## src/rtl/uart_pkg.sv

```systemverilog
// Shared UART definitions: receiver FSM state encoding, frame width and
// default line timing shared with the transmitter.
package uart_pkg;

  localparam int unsigned DATA_BITS     = 8;
  localparam int unsigned CLK_FREQ_DFLT = 50_000_000;
  localparam int unsigned BAUD_DFLT     = 9600;

  typedef enum logic [1:0] {
    ST_IDLE  = 2'd0,
    ST_START = 2'd1,
    ST_DATA  = 2'd2,
    ST_STOP  = 2'd3
  } uart_state_e;

endpackage

```

## src/rtl/uart_sync2.sv

```systemverilog
// Two-flop synchronizer for an asynchronous single-bit input. Both flops
// reset high so an idle-high line does not look like a start bit.
module uart_sync2 (
  input  logic i_clk,
  input  logic i_rst,
  input  logic i_d,
  output logic o_q
);

  logic r_meta;
  logic r_sync;

  always_ff @(posedge i_clk) begin
    if (i_rst) begin
      r_meta <= 1'b1;
      r_sync <= 1'b1;
    end else begin
      r_meta <= i_d;
      r_sync <= r_meta;
    end
  end

  assign o_q = r_sync;

endmodule

```

## src/rtl/uart_rx.sv

```systemverilog
// 8N1 UART receiver: samples each bit at mid-period, reports good bytes with
// a one-cycle valid pulse and bad stop bits with a one-cycle frame_err pulse.
module uart_rx
  import uart_pkg::*;
#(
  parameter int unsigned CLK_FREQ     = CLK_FREQ_DFLT,
  parameter int unsigned BAUD         = BAUD_DFLT,
  parameter int unsigned CLKS_PER_BIT = CLK_FREQ / BAUD
) (
  input  logic                 clk_50M,
  input  logic                 reset,
  input  logic                 uart_rxd,
  output logic [DATA_BITS-1:0] outdata,
  output logic                 valid,
  output logic                 frame_err,
  output logic                 busy
);

  localparam int unsigned CNT_W = (CLKS_PER_BIT > 1) ? $clog2(CLKS_PER_BIT) : 1;
  localparam int unsigned IDX_W = $clog2(DATA_BITS);

  localparam logic [CNT_W-1:0] LP_HALF = CNT_W'(CLKS_PER_BIT / 2 - 1);
  localparam logic [CNT_W-1:0] LP_FULL = CNT_W'(CLKS_PER_BIT - 1);
  localparam logic [IDX_W-1:0] LP_LAST = IDX_W'(DATA_BITS - 1);

  uart_state_e          r_state;
  uart_state_e          w_state_next;
  logic [CNT_W-1:0]     r_cnt;
  logic [CNT_W-1:0]     w_cnt_next;
  logic [IDX_W-1:0]     r_bit_idx;
  logic [IDX_W-1:0]     w_bit_idx_next;
  logic [DATA_BITS-1:0] r_shift;
  logic [DATA_BITS-1:0] w_shift_next;
  logic [DATA_BITS-1:0] r_outdata;
  logic [DATA_BITS-1:0] w_outdata_next;
  logic                 r_valid;
  logic                 w_valid_next;
  logic                 r_frame_err;
  logic                 w_frame_err_next;
  logic                 r_busy;
  logic                 w_busy_next;
  logic                 r_wait_high;
  logic                 w_wait_high_next;
  logic                 w_rxd_s;

  uart_sync2 u_sync (
    .i_clk (clk_50M),
    .i_rst (reset),
    .i_d   (uart_rxd),
    .o_q   (w_rxd_s)
  );

  always_ff @(posedge clk_50M) begin
    if (reset) begin
      r_state     <= ST_IDLE;
      r_cnt       <= '0;
      r_bit_idx   <= '0;
      r_shift     <= '0;
      r_outdata   <= '0;
      r_valid     <= 1'b0;
      r_frame_err <= 1'b0;
      r_busy      <= 1'b0;
      r_wait_high <= 1'b0;
    end else begin
      r_state     <= w_state_next;
      r_cnt       <= w_cnt_next;
      r_bit_idx   <= w_bit_idx_next;
      r_shift     <= w_shift_next;
      r_outdata   <= w_outdata_next;
      r_valid     <= w_valid_next;
      r_frame_err <= w_frame_err_next;
      r_busy      <= w_busy_next;
      r_wait_high <= w_wait_high_next;
    end
  end

  always_comb begin
    w_state_next     = r_state;
    w_cnt_next       = r_cnt + CNT_W'(1);
    w_bit_idx_next   = r_bit_idx;
    w_shift_next     = r_shift;
    w_outdata_next   = r_outdata;
    w_valid_next     = 1'b0;
    w_frame_err_next = 1'b0;
    w_wait_high_next = r_wait_high;

    case (r_state)
      ST_IDLE: begin
        w_cnt_next     = '0;
        w_bit_idx_next = '0;
        // After a framing error the line must go high before a new start is trusted.
        if (r_wait_high) begin
          if (w_rxd_s) w_wait_high_next = 1'b0;
        end else if (!w_rxd_s) begin
          w_state_next = ST_START;
        end
      end
      ST_START: begin
        if (r_cnt == LP_HALF) begin
          w_cnt_next   = '0;
          w_state_next = w_rxd_s ? ST_IDLE : ST_DATA;
        end
      end
      ST_DATA: begin
        if (r_cnt == LP_FULL) begin
          w_cnt_next              = '0;
          w_shift_next[r_bit_idx] = w_rxd_s;
          if (r_bit_idx == LP_LAST) begin
            w_bit_idx_next = '0;
            w_state_next   = ST_STOP;
          end else begin
            w_bit_idx_next = r_bit_idx + IDX_W'(1);
          end
        end
      end
      ST_STOP: begin
        if (r_cnt == LP_FULL) begin
          w_cnt_next   = '0;
          w_state_next = ST_IDLE;
          if (w_rxd_s) begin
            w_outdata_next = r_shift;
            w_valid_next   = 1'b1;
          end else begin
            w_frame_err_next = 1'b1;
            w_wait_high_next = 1'b1;
          end
        end
      end
      default: begin
        w_cnt_next   = '0;
        w_state_next = ST_IDLE;
      end
    endcase

    w_busy_next = (w_state_next != ST_IDLE);
  end

  assign outdata   = r_outdata;
  assign valid     = r_valid;
  assign frame_err = r_frame_err;
  assign busy      = r_busy;

endmodule

```

## config.mk

```make
export PLATFORM = sky130hd
export DESIGN_NAME = uart_rx
export DESIGN_NICKNAME = d
export VERILOG_FILES = /design/src/rtl/uart_pkg.sv /design/src/rtl/uart_sync2.sv /design/src/rtl/uart_rx.sv
export SDC_FILE = /design/constraint.sdc
export NUM_CORES = 1
export LEC_CHECK = 0
export ABC_AREA = 0
export CORE_MARGIN = 3
export CORE_UTILIZATION = 50
export DETAILED_ROUTE_END_ITERATION = 8
export HOLD_SLACK_MARGIN = 0.15
export PLACE_DENSITY = 0.7
export SYNTH_ARGS = -nofsm -noshare
export SYNTH_HDL_FRONTEND = slang
export SYNTH_SLANG_ARGS = --single-unit
export TNS_END_PERCENT = 20
```

## constraint.sdc

```tcl
create_clock -name clk_50M -period 3.4 [get_ports clk_50M]
set_input_delay 0.68 -clock clk_50M [delete_from_list [all_inputs] [get_ports clk_50M]]
set_output_delay 0.68 -clock clk_50M [all_outputs]
set_load 0.005 [all_outputs]
```

# Word-level counts from Yosys, hierarchy flattened
# Index checks and enable logic that the tools add are counted.
# Widths: inputs -> output; s select.
# totals
register_bits,40
word_cells,60
# op_classes
order_cmp,2
n_reduce_logical,11
bitwise_logic,2
eq_ne,9
addsub,2
muxes,23
# op_table
op,count
$pmux 13 s3,1
$mux 13,2
$mux 2,7
$add 13x1->13 const B,1
$eq 13x12->1 const B,1
$eq 13x13->1 const B,1
$bwmux 8,1
$pmux 2 s4,1
$mux 1,6
$mux 3,2
$ne 2x2->1 const B,3
$pmux 3 s2,1
$reduce_and 3->1,2
$reduce_bool 2->1,3
$eq 2x2->1 const B,2
$lt 3x4->1 const B,1
$reduce_and 2->1,2
$add 3x1->3 const B,1
$demux 1 s3,1
$eq 3x3->1 const B,1
$ge 3x1->1 const B,1
$reduce_or 3->1,1
$eq 2x1->1 const B,1
$logic_not 2->1,1
4 further kinds,5

# Logic depth before layout (Yosys ltp)
# Gate-level depths: netlist of run 1.
# depth
word_depth,5
depth_mapped,7
mapped_depth_nobuf,5

# Modules after synthesis
# A second synthesis of run 1 with hierarchy kept.
# unflattened
hier_cells,190
area_unflattened_um2,1751.7
# modules_own_cells
module,cells_per_inst,instances,seq_area_each_um2,area_per_inst_um2
uart_rx,186,1,760.7,1699.1
uart_sync2,4,1,40.0,52.6

# Worst setup path before layout of run 1
# OpenSTA, ideal clock, no wires.
# synth_path
path_type,register -> register
startpoint,register r_cnt[3]
endpoint,"register r_outdata[6], in the netlist outdata[6]"
required_ps,3286
setup_slack_ps,1453
stages_incl_launch_ff,8
arrival_time_ps,1832
cell_sequence,dfxtp_1 buf_6 or4b_4 or4_1 buf_2 buf_6 nand3b_2 o21ai_2
# synth_via
elab_chain_len,2
# synth_lines
element,line,rtl
start: declaration,uart_rx.sv:28,logic [CNT_W-1:0] r_cnt;
start signal: assignment,uart_rx.sv:66,r_cnt <= w_cnt_next;
$eq 13x13->1,uart_rx.sv:117,if (r_cnt == LP_FULL) begin
$reduce_and 3->1 (no line),n/a,
end signal: assignment,uart_rx.sv:69,r_outdata <= w_outdata_next;
end: declaration,uart_rx.sv:34,logic [DATA_BITS-1:0] r_outdata;
# No other way between the ends.
# A chain may end at the register's enable or synchronous reset.

# Worst setup path in the final report of run 1
# layout_path
startpoint,register r_cnt[0]
endpoint,"register r_outdata[1], in the netlist outdata[1]"
# Same word-level chain as after synthesis.

==> results.sh, run 1 <==
export IMPL_cts_setup_buffers=0
export IMPL_reg2reg_depth=5
export IMPL_yosys_area_share_adder=0.0207
export IMPL_finalHoldViolations=0
export IMPL_place_area_um2=1950
export IMPL_rows=21
export IMPL_power_density_nw_per_um2=370
export IMPL_p_leak_nw=0.680
export IMPL_core_um2=3420
export IMPL_fin_cells=247
export IMPL_rsz0062_at_grt="no"
export IMPL_syn_cell_area_um2=1810
export IMPL_yosys_area_share_simple=0.312
export IMPL_critPathMaxFanout=17
export IMPL_final_antenna_net_count=0
export IMPL_skew_ns=0.00534
export IMPL_fin_crit_ns=2.29
export IMPL_synth_seq_area_share=0.442
export IMPL_ys_ff_latch=40
export IMPL_routed_via_density=5.55
export IMPL_synth_top_family_by_area="simple AND/OR/NAND/NOR gates"
export IMPL_start_util=0.530
export IMPL_endpoint_kind="register"
export IMPL_finalSetupViolCount=0
export IMPL_final_cell_mix="dfxtp_1 (40), nor2_1 (22), nand2b_1 (16)"
export IMPL_vias=1372
export IMPL_hold_depth=1
export IMPL_preCtsSetupSlack_ns=0.952
export IMPL_nets=206
export IMPL_fin_tns_setup_ns=0
export IMPL_synth_cell_types=44
export IMPL_clock_sinks=40
export IMPL_synth_edf_count=0
export IMPL_outcome="completed"
export IMPL_h_tree_depth=2
export IMPL_synth_avg_cell_area_um2=9.58
export IMPL_switching_share=0.213
export IMPL_synthArstFlopShare=0
export IMPL_max_cap_violations=0
export IMPL_synth_xor_area_frac=0.0484
export IMPL_setup_worst_path_start_class="register"
export IMPL_setup_slack_ns=1.11
export IMPL_cts_tree="yes"
export IMPL_routed_wl_um=3310
export IMPL_clkPwrFrac=0.332
export IMPL_port_buffers=13
export IMPL_final_fill_count=315
export IMPL_max_freq_ghz=0.437
export IMPL_min_from="u_sync.r_meta"
export IMPL_cp_arrival_ns=2.51
export IMPL_die_width_um=66.2
export IMPL_timing_rr_start="r_cnt[0]"
export IMPL_dr_first_iter_drc_count=64
export IMPL_fp_dieH_um=66.2
export IMPL_antenna_found_initial=0
export IMPL_critPathSlowestCell="or4_1"
export IMPL_drive_gt1_frac=0.129
export IMPL_cts_resized=0
export IMPL_cts_max_path_buffers=2
export IMPL_wl_per_cell_um=13.4
export IMPL_dp_cells=239
export IMPL_synthFlopType="dfxtp_1"
export IMPL_yosys_area_top_type="dfxtp_1"
export IMPL_crit_chain="ha_1 > nand4_1 > or4_1 > nand3b_1 > o21ai_2"
export IMPL_synth_compound_area_frac=0.0940
export IMPL_grt_usage=0.179
export IMPL_p_switching_w=0.000158
export IMPL_finalPower_w=0.000742
export IMPL_hold_path_class="reg -> reg"
export IMPL_path_clk_slew_ns=0.11
export IMPL_fp_dieArea_um2=4380
export IMPL_place_detailed_hpwl_um=2350
export IMPL_grt_max_degree=19
export IMPL_io_pins=14
export IMPL_antenna_cells=0
export IMPL_synth_top_cell_area_share=0.442
export IMPL_internal_power_w=0.000584
export IMPL_hold_path_endpoint="u_sync.o_q"
export IMPL_synth_nets=195
export IMPL_yosys_top_cells_area="dfxtp_1 (44%), nand2b_1 (5.5%), nor2_1 (4.6%)"
export IMPL_cts_root_buffer="clkbuf_4"
export IMPL_holdBufCountCts=0
export IMPL_comb_power_share=0.028
export IMPL_place_congestion=0.753
export IMPL_drc=0
export IMPL_clock_latency_ns=0.34
export IMPL_cts_buffers=5
export IMPL_seqPwrFrac=0.639
export IMPL_yosysWarningCount=0
export IMPL_final_common_cell="dfxtp_1"
export IMPL_slew_viol_final=0
export IMPL_tightest_slew_ns=0.773
export IMPL_grt_pass1_vias=1352
export IMPL_firstDrtPassIters=4
export IMPL_ir_drop_uv=246
export IMPL_syn_to_final_growth_pct=10.8
export IMPL_r2r_end="outdata[1]"
export IMPL_gr_total_overflow=0
export IMPL_grt_first_pass_wirelength_um=5990
export IMPL_reg2reg_slack_ns=1.11
export IMPL_slew_headroom=0.477
export IMPL_syn_instance_count=189
export IMPL_worstSetupPathType="reg -> reg"
export IMPL_final_area_um2=2010
export IMPL_critPathRequiredTime_ns=3.62
export IMPL_crit_path_max_incr_delay_ns=0.94
export IMPL_synthMuxAreaShare=0.0442
export IMPL_fin_crit_sh=0.674
-- worst max path at each step --
stage	slack, ns	to	startpoint	cells after the start
after detailed placement	0.95	r_cnt[2]	reset	4
final	1.11	outdata[1]	r_cnt[0]	5
after CTS	1.10	outdata[1]	r_cnt[0]	5
after global routing	0.88	outdata[2]	r_cnt[0]	5
after floorplan	1.45	outdata[6]	r_cnt[3]	7
after global placement	1.02	r_cnt[2]	reset	4
-- kinds of logic after synthesis --
group                    after synthesis
flip-flops                            40
buffers and inverters                 13
XOR/XNOR                              10
AO/OA/AOI/OAI                         21
AND/OR/NAND/NOR                       94
multiplexers                           8
adder cells (fa/ha/maj)                3
-- Yosys cell counts (all sizes together) (2+ instances only) --
cell / count
nor3: 9
inv: 3
mux2i: 8
nand4: 5
a32oi: 2
a41oi: 2
xnor2: 6
nand2: 4
ha: 3
nor2b: 2
clkbuf: 4
nand3b: 9
nand2b: 16
nand3: 10
xor2: 4
nor4: 2
nor2: 22
nor4b: 2
and3: 2
o21ai: 9
or4b: 5
buf: 6
dfxtp: 40
or2: 2
-- per-layer routing --
metal	vias up	part of all wire	track usage
li1	703	-	-
met1	639	0.51	0.232
met2	25	0.45	0.270
met3	5	0.032	0.0459
met4	0	0.0094	0.0990
met5	-	0	0
-- critical path: cells and delay by family, from the launching register on --
family,cells,cell delay [ns]
adder cells (fa/ha/maj),1,0.26
flip-flops,1,0.38
AND/OR/NAND/NOR,3,1.47
AO/OA/AOI/OAI,1,0.06
-- final cells by class --
type	instances	area, um2	area share
multi-input combinational	136	940	0.468
sequential	40	801	0.399
timing repair buffer	14	138	0.0686
clock buffer	8	58.8	0.0293
tap	46	57.6	0.0287
inverter	3	11.3	0.00561
-- through the flow --
step / hold WS, ns / utilization
after floorplan: 0.389 / -
after global placement: 0.404 / 0.570
after detailed placement: 0.411 / 0.570
after CTS: 0.444 / 0.587
after global routing: 0.465 / 0.587
final: 0.439 / 0.587
-- sequential cells by signal, indices dropped and copies added, names as in the netlist --
register	flops
busy	1
frame_err	1
outdata	8
r_bit_idx	3
r_cnt	13
r_shift	8
r_state	2
r_wait_high	1
u_sync.o_q	1
u_sync.r_meta	1
valid	1
-- power by group through the flow --
stage	Clock (W)	Sequential (W)	Combinational, W
after floorplan	0	0.000483	0.0000163
after global placement	0	0.000485	0.0000205
after detailed placement	0	0.000485	0.0000211
after CTS	0.000257	0.000474	0.0000212
after global routing	0.000280	0.000475	0.0000234
final	0.000247	0.000474	0.0000211
Note: power is estimated with default switching activity, not from simulation.
==> run 2, diff against run 1 <==
clock period = 2.37 ns   (was 3.4 ns; I/O delays follow)
==> results.sh, run 2 (synthesis results as in run 1) <==
export IMPL_outcome="completed"
export IMPL_top_usage_layer="met2"
export IMPL_hold_path_class="reg -> reg"
export IMPL_tightest_slew_ns=0.763
export IMPL_die_width_um=66.2
export IMPL_drc=0
export IMPL_endpoint_kind="register"
export IMPL_wl_per_cell_um=13.8
export IMPL_start_util=0.530
export IMPL_holdBufCountCts=0
export IMPL_io_pins=14
export IMPL_setup_slack_ns=0.234
export IMPL_cts_setup_buffers=0
export IMPL_critPathSlowestCell="or4b_2"
export IMPL_gr_total_overflow=0
export IMPL_preCtsSetupSlack_ns=0.233
export IMPL_h_tree_depth=2
export IMPL_core_um2=3420
export IMPL_final_common_cell="dfxtp_1"
export IMPL_crit_chain="or4b_2 > nor4_2 > o22a_1 > nor2_1"
export IMPL_max_cap_violations=0
export IMPL_nets=210
export IMPL_rows=21
export IMPL_crit_path_max_incr_delay_ns=0.69
export IMPL_drive_gt1_frac=0.156
export IMPL_slew_headroom=0.484
export IMPL_worstSetupPathType="reg -> reg"
export IMPL_cts_tree="yes"
export IMPL_grt_util_met3=0.0425
export IMPL_use_met2=0.264
export IMPL_fin_tns_setup_ns=0
export IMPL_fin_crit_ns=2.14
export IMPL_critPathRequiredTime_ns=2.60
export IMPL_setup_worst_path_start_class="register"
export IMPL_antenna_found_initial=0
export IMPL_grt_max_degree=27
export IMPL_firstDrtPassIters=4
export IMPL_place_congestion=0.923
export IMPL_grt_usage=0.183
export IMPL_ir_drop_uv=342
export IMPL_cp_arrival_ns=2.36
export IMPL_routed_wl_um=3470
export IMPL_regMostFlops="r_cnt"
export IMPL_antenna_cells=0
export IMPL_final_antenna_net_count=0
export IMPL_fp_dieArea_um2=4380
export IMPL_critPathMaxFanout=13
export IMPL_clock_sinks=40
export IMPL_cts_resized=0
export IMPL_grt_pass1_vias=1330
export IMPL_largest_register_ffs=13
export IMPL_skew_ns=0.00378
export IMPL_cts_root_buffer="clkbuf_4"
export IMPL_holdWs_ns=0.427
export IMPL_finalHoldViolations=0
export IMPL_max_freq_ghz=0.468
export IMPL_final_cell_mix="dfxtp_1 (40), nor2_1 (22), nand2b_1 (16)"
export IMPL_place_detailed_hpwl_um=2500
export IMPL_port_buffers=13
export IMPL_cts_buffers=5
export IMPL_grt_util_met1=0.256
export IMPL_fp_dieH_um=66.2
export IMPL_routed_via_density=5.59
export IMPL_slew_viol_final=0
export IMPL_cts_max_path_buffers=2
export IMPL_path_clk_slew_ns=0.11
export IMPL_vias=1404
export IMPL_power_density_nw_per_um2=583
export IMPL_clock_latency_ns=0.34
export IMPL_rsz0062_at_grt="no"
export IMPL_finalSetupViolCount=0
export IMPL_p_leak_nw=0.718
export IMPL_grt_first_pass_wirelength_um=6130
export IMPL_syn_to_final_growth_pct=14.4
export IMPL_dr_first_iter_drc_count=66
export IMPL_fin_crit_sh=0.901
==> run 2: changes by cell type in the layout (fill, tap and decap cells not counted), sizes merged <==
| cell | delta |
|---|---|
| bufinv | +1 |
| clkbuf | -1 |
| buf | +4 |
==> run 2: layout make-up <==
cell class | instances | area (um2)
fill | 285 | 1340
multi-input combinational | 136 | 940
sequential | 40 | 801
timing repair buffer | 18 | 168
clock buffer | 7 | 65.1
tap | 46 | 57.6
clock inverter | 1 | 30.0
inverter | 3 | 11.3
==> run 2: metrics by stage <==
step	utilization	cell area [um2]	power (W)	std cells
floorplan	-	1810	0.000717	189
global placement	0.579	1980	0.000726	243
detailed placement	0.579	1980	0.000727	243
CTS	0.607	2070	0.00122	251
global route	0.607	2070	0.00124	251
finish	0.607	2070	0.00121	251
==> run 2: final timing paths <==
path | slack, ns | cells past startpoint | end | start
max | 0.23 | 4 | r_cnt[5] | r_cnt[4]
min | 0.43 | 1 | u_sync.o_q | u_sync.r_meta
max reg2reg | 0.23 | 4 | r_cnt[5] | r_cnt[4]
min reg2reg | 0.43 | 1 | u_sync.o_q | u_sync.r_meta
==> run 2: worst max-delay path, delay by kind of cell (launching register included) <==
family | cells | cell delay [ns]
flip-flops | 1 | 0.38
AND/OR/NAND/NOR | 3 | 1.18
AO/OA/AOI/OAI | 1 | 0.46
==> run 2: where the power goes <==
group | internal (W) | switching, W | total, W
logic | 0.0000156 | 0.0000151 | 0.0000308
clock network | 0.000280 | 0.000217 | 0.000497
registers | 0.000676 | 0.00000422 | 0.000680
total | 0.000972 | 0.000237 | 0.00121
==> run 2: metal layers <==
layer	wire [um]	vias to the layer above
met1	1700	650
met4	69	0
met2	1540	40
met3	161	7
li1	-	707
met5	0	-
==> RTL change 1 (settings of run 2) <==
Make the reset (`i_rst` and `reset`) asynchronous in 2 clocked blocks.
--- a/src/rtl/uart_sync2.sv
+++ b/src/rtl/uart_sync2.sv
@@ -10,7 +10,7 @@
   logic r_meta;
   logic r_sync;
 
-  always_ff @(posedge i_clk) begin
+  always_ff @(posedge i_clk or posedge i_rst) begin
     if (i_rst) begin
       r_meta <= 1'b1;
       r_sync <= 1'b1;
--- a/src/rtl/uart_rx.sv
+++ b/src/rtl/uart_rx.sv
@@ -50,7 +50,7 @@
     .o_q   (w_rxd_s)
   );
 
-  always_ff @(posedge clk_50M) begin
+  always_ff @(posedge clk_50M or posedge reset) begin
     if (reset) begin
       r_state     <= ST_IDLE;
       r_cnt       <= '0;
Formal check against the unedited RTL: differs if reset is asserted again (counterexample within 4 cycles, from zero or initial values and one cycle with reset high); with reset held inactive, the same outputs for 10 cycles.
==> RTL change 1 against run 2 <==
- sequential share of layout area up 8.8 points
- design area up 2.1%
- area after synthesis up 3.2%
- setup slack better by 110 ps
- routed wire length down 7.9%
- sequential cell count unchanged
- utilization up 0.31 points
- final cell count down 13%
- maximum frequency up 5.6%
- power down 6.4%
- count of clock-buffer cells in the layout down 1
- clock power down 15%
- critical path type unchanged
- critical endpoint is now r_cnt[8]
- largest power group unchanged
==> RTL change 1: results (changes against run 2) <==
- Num CTS Buffers: 5 (unchanged)
- Synth Area in Compound Gates: 4.96% (-4.4 points)
- Hpwl dp: 2160 microns (-13%)
- Fillers: 296 (+3.9%)
- Clk Latency, worst-skew pair: 300 ps (-40 ps)
- Post-Synth XOR/XNOR Area: 5.16% (+0.32 points)
- Longest Clk Path Bufs: 2 (unchanged)
- Cell with the most instances after synthesis: dfrtp_1
- Antenna Cells: 0 (unchanged)
- Netlist cell types: 37 (-16%)
- Cell-internal power: 890 uW (-8.4%)
- Buffers on Ports: 13 (unchanged)
- Placer Congestion: 0.791 (-14%)
- Initial DRC Count: 35 (-47%)
- Met3 Use GR: 4.89% (+0.64 points)
- Status: finished clean
- Largest net degree at the start of global routing: 41 (+52%)
- Slowest cell on the critical path: a22oi_2
- Vias/cell: 5.61 (+0.21%)
- Slowest stage delay, CP: 580 ps (-110 ps)
- Static leakage: 0.946 nW (+32%)
- Slew HR: 60.2% (+12 points)
- Commonest cells post-synth: 38 x dfrtp_1, 18 x nor2_1, 16 x mux2_2
- M2 GR Usage: 25.2% (-1.2 points)
- Global-route wire length before repair: 5660 microns (-7.7%)
- CP arrival: 2180 ps (-180 ps)
- Depth of the CTS H-tree: 2 (unchanged)
- Global Route Usage Sum: 17.6% (-0.68 points)
- Register area share after synthesis: 53.7% (+9.5 points)
- Clock Skews: 5.97 ps (+2.19 ps)
- Cells after Synth: 157 (-17%)
- Largest fanout on the critical path: 13 (unchanged)
- Layout cell share with drive strength beyond 1: 18.6% (+3.0 points)
- Hold Crit Class: reg2reg
- Placed insts: 211 (-13%)
- Most flops, register: r_cnt
- DP Area: 0.00204 sq mm (+3.0%)
- Total routed wirelength: 3200 microns (-7.9%)
- Mux contribution to synthesized area: 9.65% (+5.2 points)
- Max reg flops: 13 (unchanged)
- DR pass1 iterations: 4 (unchanged)
- Synth top area cells: dfrtp_1 51%, mux2_2 9.6%, nor2_1 3.6%
- Vias in the first global route: 1196 (-10%)
- Routing usage on met1: 22.6% (-3.0 points)
- Yosys warning total: 0 (unchanged)
- Worst-path clk slew: 70 ps (-40 ps)
- VDD IR max: 0.347 mV (+1.5%)
- Post-CTS Setup Repair Bufs: 0 (unchanged)
- Final #Nets: 178 (-15%)
- Initial antenna violation count: 0 (unchanged)
- Pre-CTS setup slack: 368 ps (+135 ps)
- Ys async rst share: 100% (+100 points)
- Clk root buf: clkbuf_8
- Synth Area in Adders: 2.01% (-0.064 points)
- Vias: 1222 (-13%)
- CTS resizes: 0 (unchanged)
==> RTL change 1: power by group through the flow <==
stage	registers, mW	logic (mW)	clock network [mW]
detailed placement	0.702	0.0189	0
global placement	0.702	0.0183	0
CTS	0.689	0.0190	0.446
finish	0.689	0.0176	0.424
floorplan	0.699	0.0124	0
global route	0.689	0.0210	0.466
==> RTL change 1: path summary, 6_finish.rpt <==
kind                                from            end  slack, ps  cells after the start
max                             r_cnt[0]       r_cnt[8]        350                      5
min in group asynchronous          reset       r_cnt[1]        590                      3
min                        u_sync.r_meta     u_sync.o_q        360                      0
max in group asynchronous          reset  u_sync.r_meta       1430                      3
min reg2reg                u_sync.r_meta     u_sync.o_q        360                      0
max reg2reg                     r_cnt[0]       r_cnt[8]        350                      5
==> RTL change 1: critical path, delay by kind of cell, from the launching register on <==
family / cells / cell delay (ps)
compound gates: 1 / 580
flops: 1 / 380
fa+ha+maj: 1 / 240
simple gates: 3 / 690
==> RTL change 1: cells by family (layout without fill, tap and decap cells) <==
logic type | count (synthesis) | in the layout
DFF | 40 | 40
adders and majority gates | 3 | 3
AOI/OAI and AO/OA | 11 | 11
buffers and inverters | 10 | 25
xor gates and xnor gates | 11 | 11
and+or+nand+nor | 66 | 66
muxes | 16 | 16
==> RTL change 1: routing by layer <==
metal / wire length (microns) / share of wire, %
met5: 0 / 0
met1: 1560 / 49
met3: 83 / 2.6
met4: 98 / 3.1
met2: 1450 / 45
==> RTL change 1: cell type report <==
cell class                 count  area [sq um]  area share (%)
clock inverter                 1          5.00           0.237
timing repair buffer          16           153            7.22
multi-input combinational    107           816            38.6
sequential                    40          1000            47.5
tap                           46          57.6            2.72
inverter                       2          7.51           0.355
clock buffer                   6          72.6            3.43
==> RTL change 2 (settings of run 2) <==
Made on the original files. The package constant `BAUD_DFLT` goes from 9600 to 38400.
--- a/src/rtl/uart_pkg.sv
+++ b/src/rtl/uart_pkg.sv
@@ -4,7 +4,7 @@
 
   localparam int unsigned DATA_BITS     = 8;
   localparam int unsigned CLK_FREQ_DFLT = 50_000_000;
-  localparam int unsigned BAUD_DFLT     = 9600;
+  localparam int unsigned BAUD_DFLT     = 38400;
 
   typedef enum logic [1:0] {
     ST_IDLE  = 2'd0,
Formal check against the unedited RTL: no difference found for any inputs over 10 cycles, from zero or initial values and one cycle with reset high; that may be too few to reach the edited logic, so the function may still have changed.
==> RTL change 2 against run 2 <==
- power is 17% lower
- worst hold slack got worse by 13 ps
- non-clock buffer count shrank 3
- sequential cell count is 2 lower
- largest cell class unchanged
- combinational power decreased by 8.1%
- clock skew rose by 6.5 ps
- sequential share of layout area is 0.38 points higher
- area after synthesis down 2.2%
- highest routed layer unchanged
- setup slack better by 320 ps
- synthesized cell count decreased by 0.53%
- critical endpoint is now r_cnt[4]
- routed wire length decreased by 13%
- design area shrank 5.9%
- largest power group unchanged
==> RTL change 2: results (changes against run 2) <==
- Placer Congestion: 0.764 (-17%)
- CP arrival: 2040 ps (-320 ps)
- CTS resizes: 0 (unchanged)
- Placed insts: 236 (-2.9%)
- Cells after Synth: 188 (-0.53%)
- Commonest cells post-synth: 38 x dfxtp_1, 25 x nor2_1, 17 x mux2i_1, 12 x nand2b_1, 12 x nand3_1
- Slowest stage delay, CP: 440 ps (-250 ps)
- Post-route worst setup slack: 551 ps (+317 ps)
- Worst Tran Pin Value: 469 ps (-294 ps)
- Clock Skews: 10.3 ps (+6.52 ps)
- Wl on met1: 1550 microns (-8.8%)
- Vias in the first global route: 1225 (-7.9%)
- Synth top area cells: dfxtp_1 43%, mux2i_1 9.6%, nor2_1 5.3%
- Vias/cell: 5.19 (-7.2%)
- Clk Latency, worst-skew pair: 350 ps
- Worst reg2reg setup slack: 550 ps (+320 ps)
- FF-to-FF path depth: 5 (+1)
- CP delay by family, top: simple AND/OR/NAND/NOR gates
- Clk root buf: clkbuf_4
- Antenna Cells: 0 (unchanged)
- VDD IR max: 0.290 mV (-15%)
- Post-synth EDFFs: 0 (unchanged)
- Post-DR wirelength/cell: 12.4 microns (-10%)
- Met3 routed WL: 122 microns (-24%)
- Routing usage on met1: 23.3% (-2.3 points)
- Longest Clk Path Bufs: 2 (unchanged)
- Initial DRC Count: 64 (-3.0%)
- Most flops, register: r_cnt
- Largest net degree at the start of global routing: 25 (-7.4%)
- Static leakage: 0.692 nW (-3.6%)
- M2 GR Usage: 24.1% (-2.2 points)
- Logic pwr share: 2.8% (+0.3 points)
- Switch share: 21.6% (+2.0 points)
- Global-route wire length before repair: 5680 microns (-7.3%)
- Vias: 1256 (-11%)
- Critical path class: reg2reg
- DR pass1 iterations: 4 (unchanged)
- Yosys warning total: 0 (unchanged)
- Sequential power share: 64.5% (+8.2 points)
- Reg2Reg Launch Point: r_cnt[0]
- Synth Flop Type: dfxtp_1
- Layout cell share with drive strength beyond 1: 8.08% (-7.5 points)
- Largest fanout on the critical path: 11 (-2)
- Fillers: 300 (+5.3%)
- Global Route Usage Sum: 17.4% (-0.92 points)
- Max reg flops: 11 (-2)
- Status: finished clean
- Register area share after synthesis: 43.0% (-1.3 points)
- Slowest cell on the critical path: dfxtp_1
- Met2 wire length: 1250 microns (-19%)
- Final #Nets: 207 (-1.4%)
- Syn nets: 196 (+0.51%)
- Netlist cell types: 41 (-6.8%)
- Met3 Use GR: 6.32% (+2.1 points)
- Pre-CTS setup slack: 483 ps (+249 ps)
- Hpwl dp: 2130 microns (-15%)
- DP Area: 0.00190 sq mm (-4.0%)
- DR top layer: met4
- Critical path destination: r_cnt[4]
## RTL change 2: cell types whose count changed after synthesis, sizes merged, moves of 3 or more
| cell | run 2 | this run |
|---|---|---|
| mux2i | 8 | 17 |
| nand3b | 9 | 2 |
| nand2 | 4 | 9 |
| nor3 | 9 | 4 |
| o21ai | 9 | 4 |
| or4b | 5 | 0 |
| buf | 6 | 10 |
| nand2b | 16 | 12 |
| nor2 | 22 | 26 |
| clkbuf | 4 | 1 |
| nand3 | 10 | 13 |
| nand4 | 5 | 2 |
## RTL change 2: kinds of logic after synthesis
logic type	count (synthesis)	synth area share, %
AO/OA/AOI/OAI	13	4.88
buffers and inverters	16	5.16
multiplexers	17	9.61
XOR/XNOR	9	4.45
adder cells (fa/ha/maj)	5	3.53
AND/OR/NAND/NOR	90	29.4
flip-flops	38	43.0
## RTL change 2: area by class of cell
cell class,count,share of cell area [%]
multi-input combinational,134,47.1
sequential,38,39.0
timing repair buffer,15,7.45
tap,44,2.82
clock buffer,6,2.63
inverter,5,0.963
## RTL change 2: metrics by stage
| step | total power, mW | utilization, % |
|---|---|---|
| after floorplan | 0.684 | - |
| after global placement | 0.691 | 59.3 |
| after detailed placement | 0.692 | 59.3 |
| after CTS | 1.02 | 60.9 |
| after global routing | 1.06 | 60.9 |
| final | 1.01 | 60.9 |
## RTL change 2: how the worst min path moves through the flow
stage / end / slack (ps) / cells past startpoint
2_1_floorplan: u_sync.o_q / 390 / 1
3_3_place_gp: u_sync.o_q / 400 / 1
3_5_place_dp: u_sync.o_q / 400 / 1
4_1_cts: u_sync.o_q / 430 / 1
5_1_grt: u_sync.o_q / 460 / 1
6_report: u_sync.o_q / 410 / 1
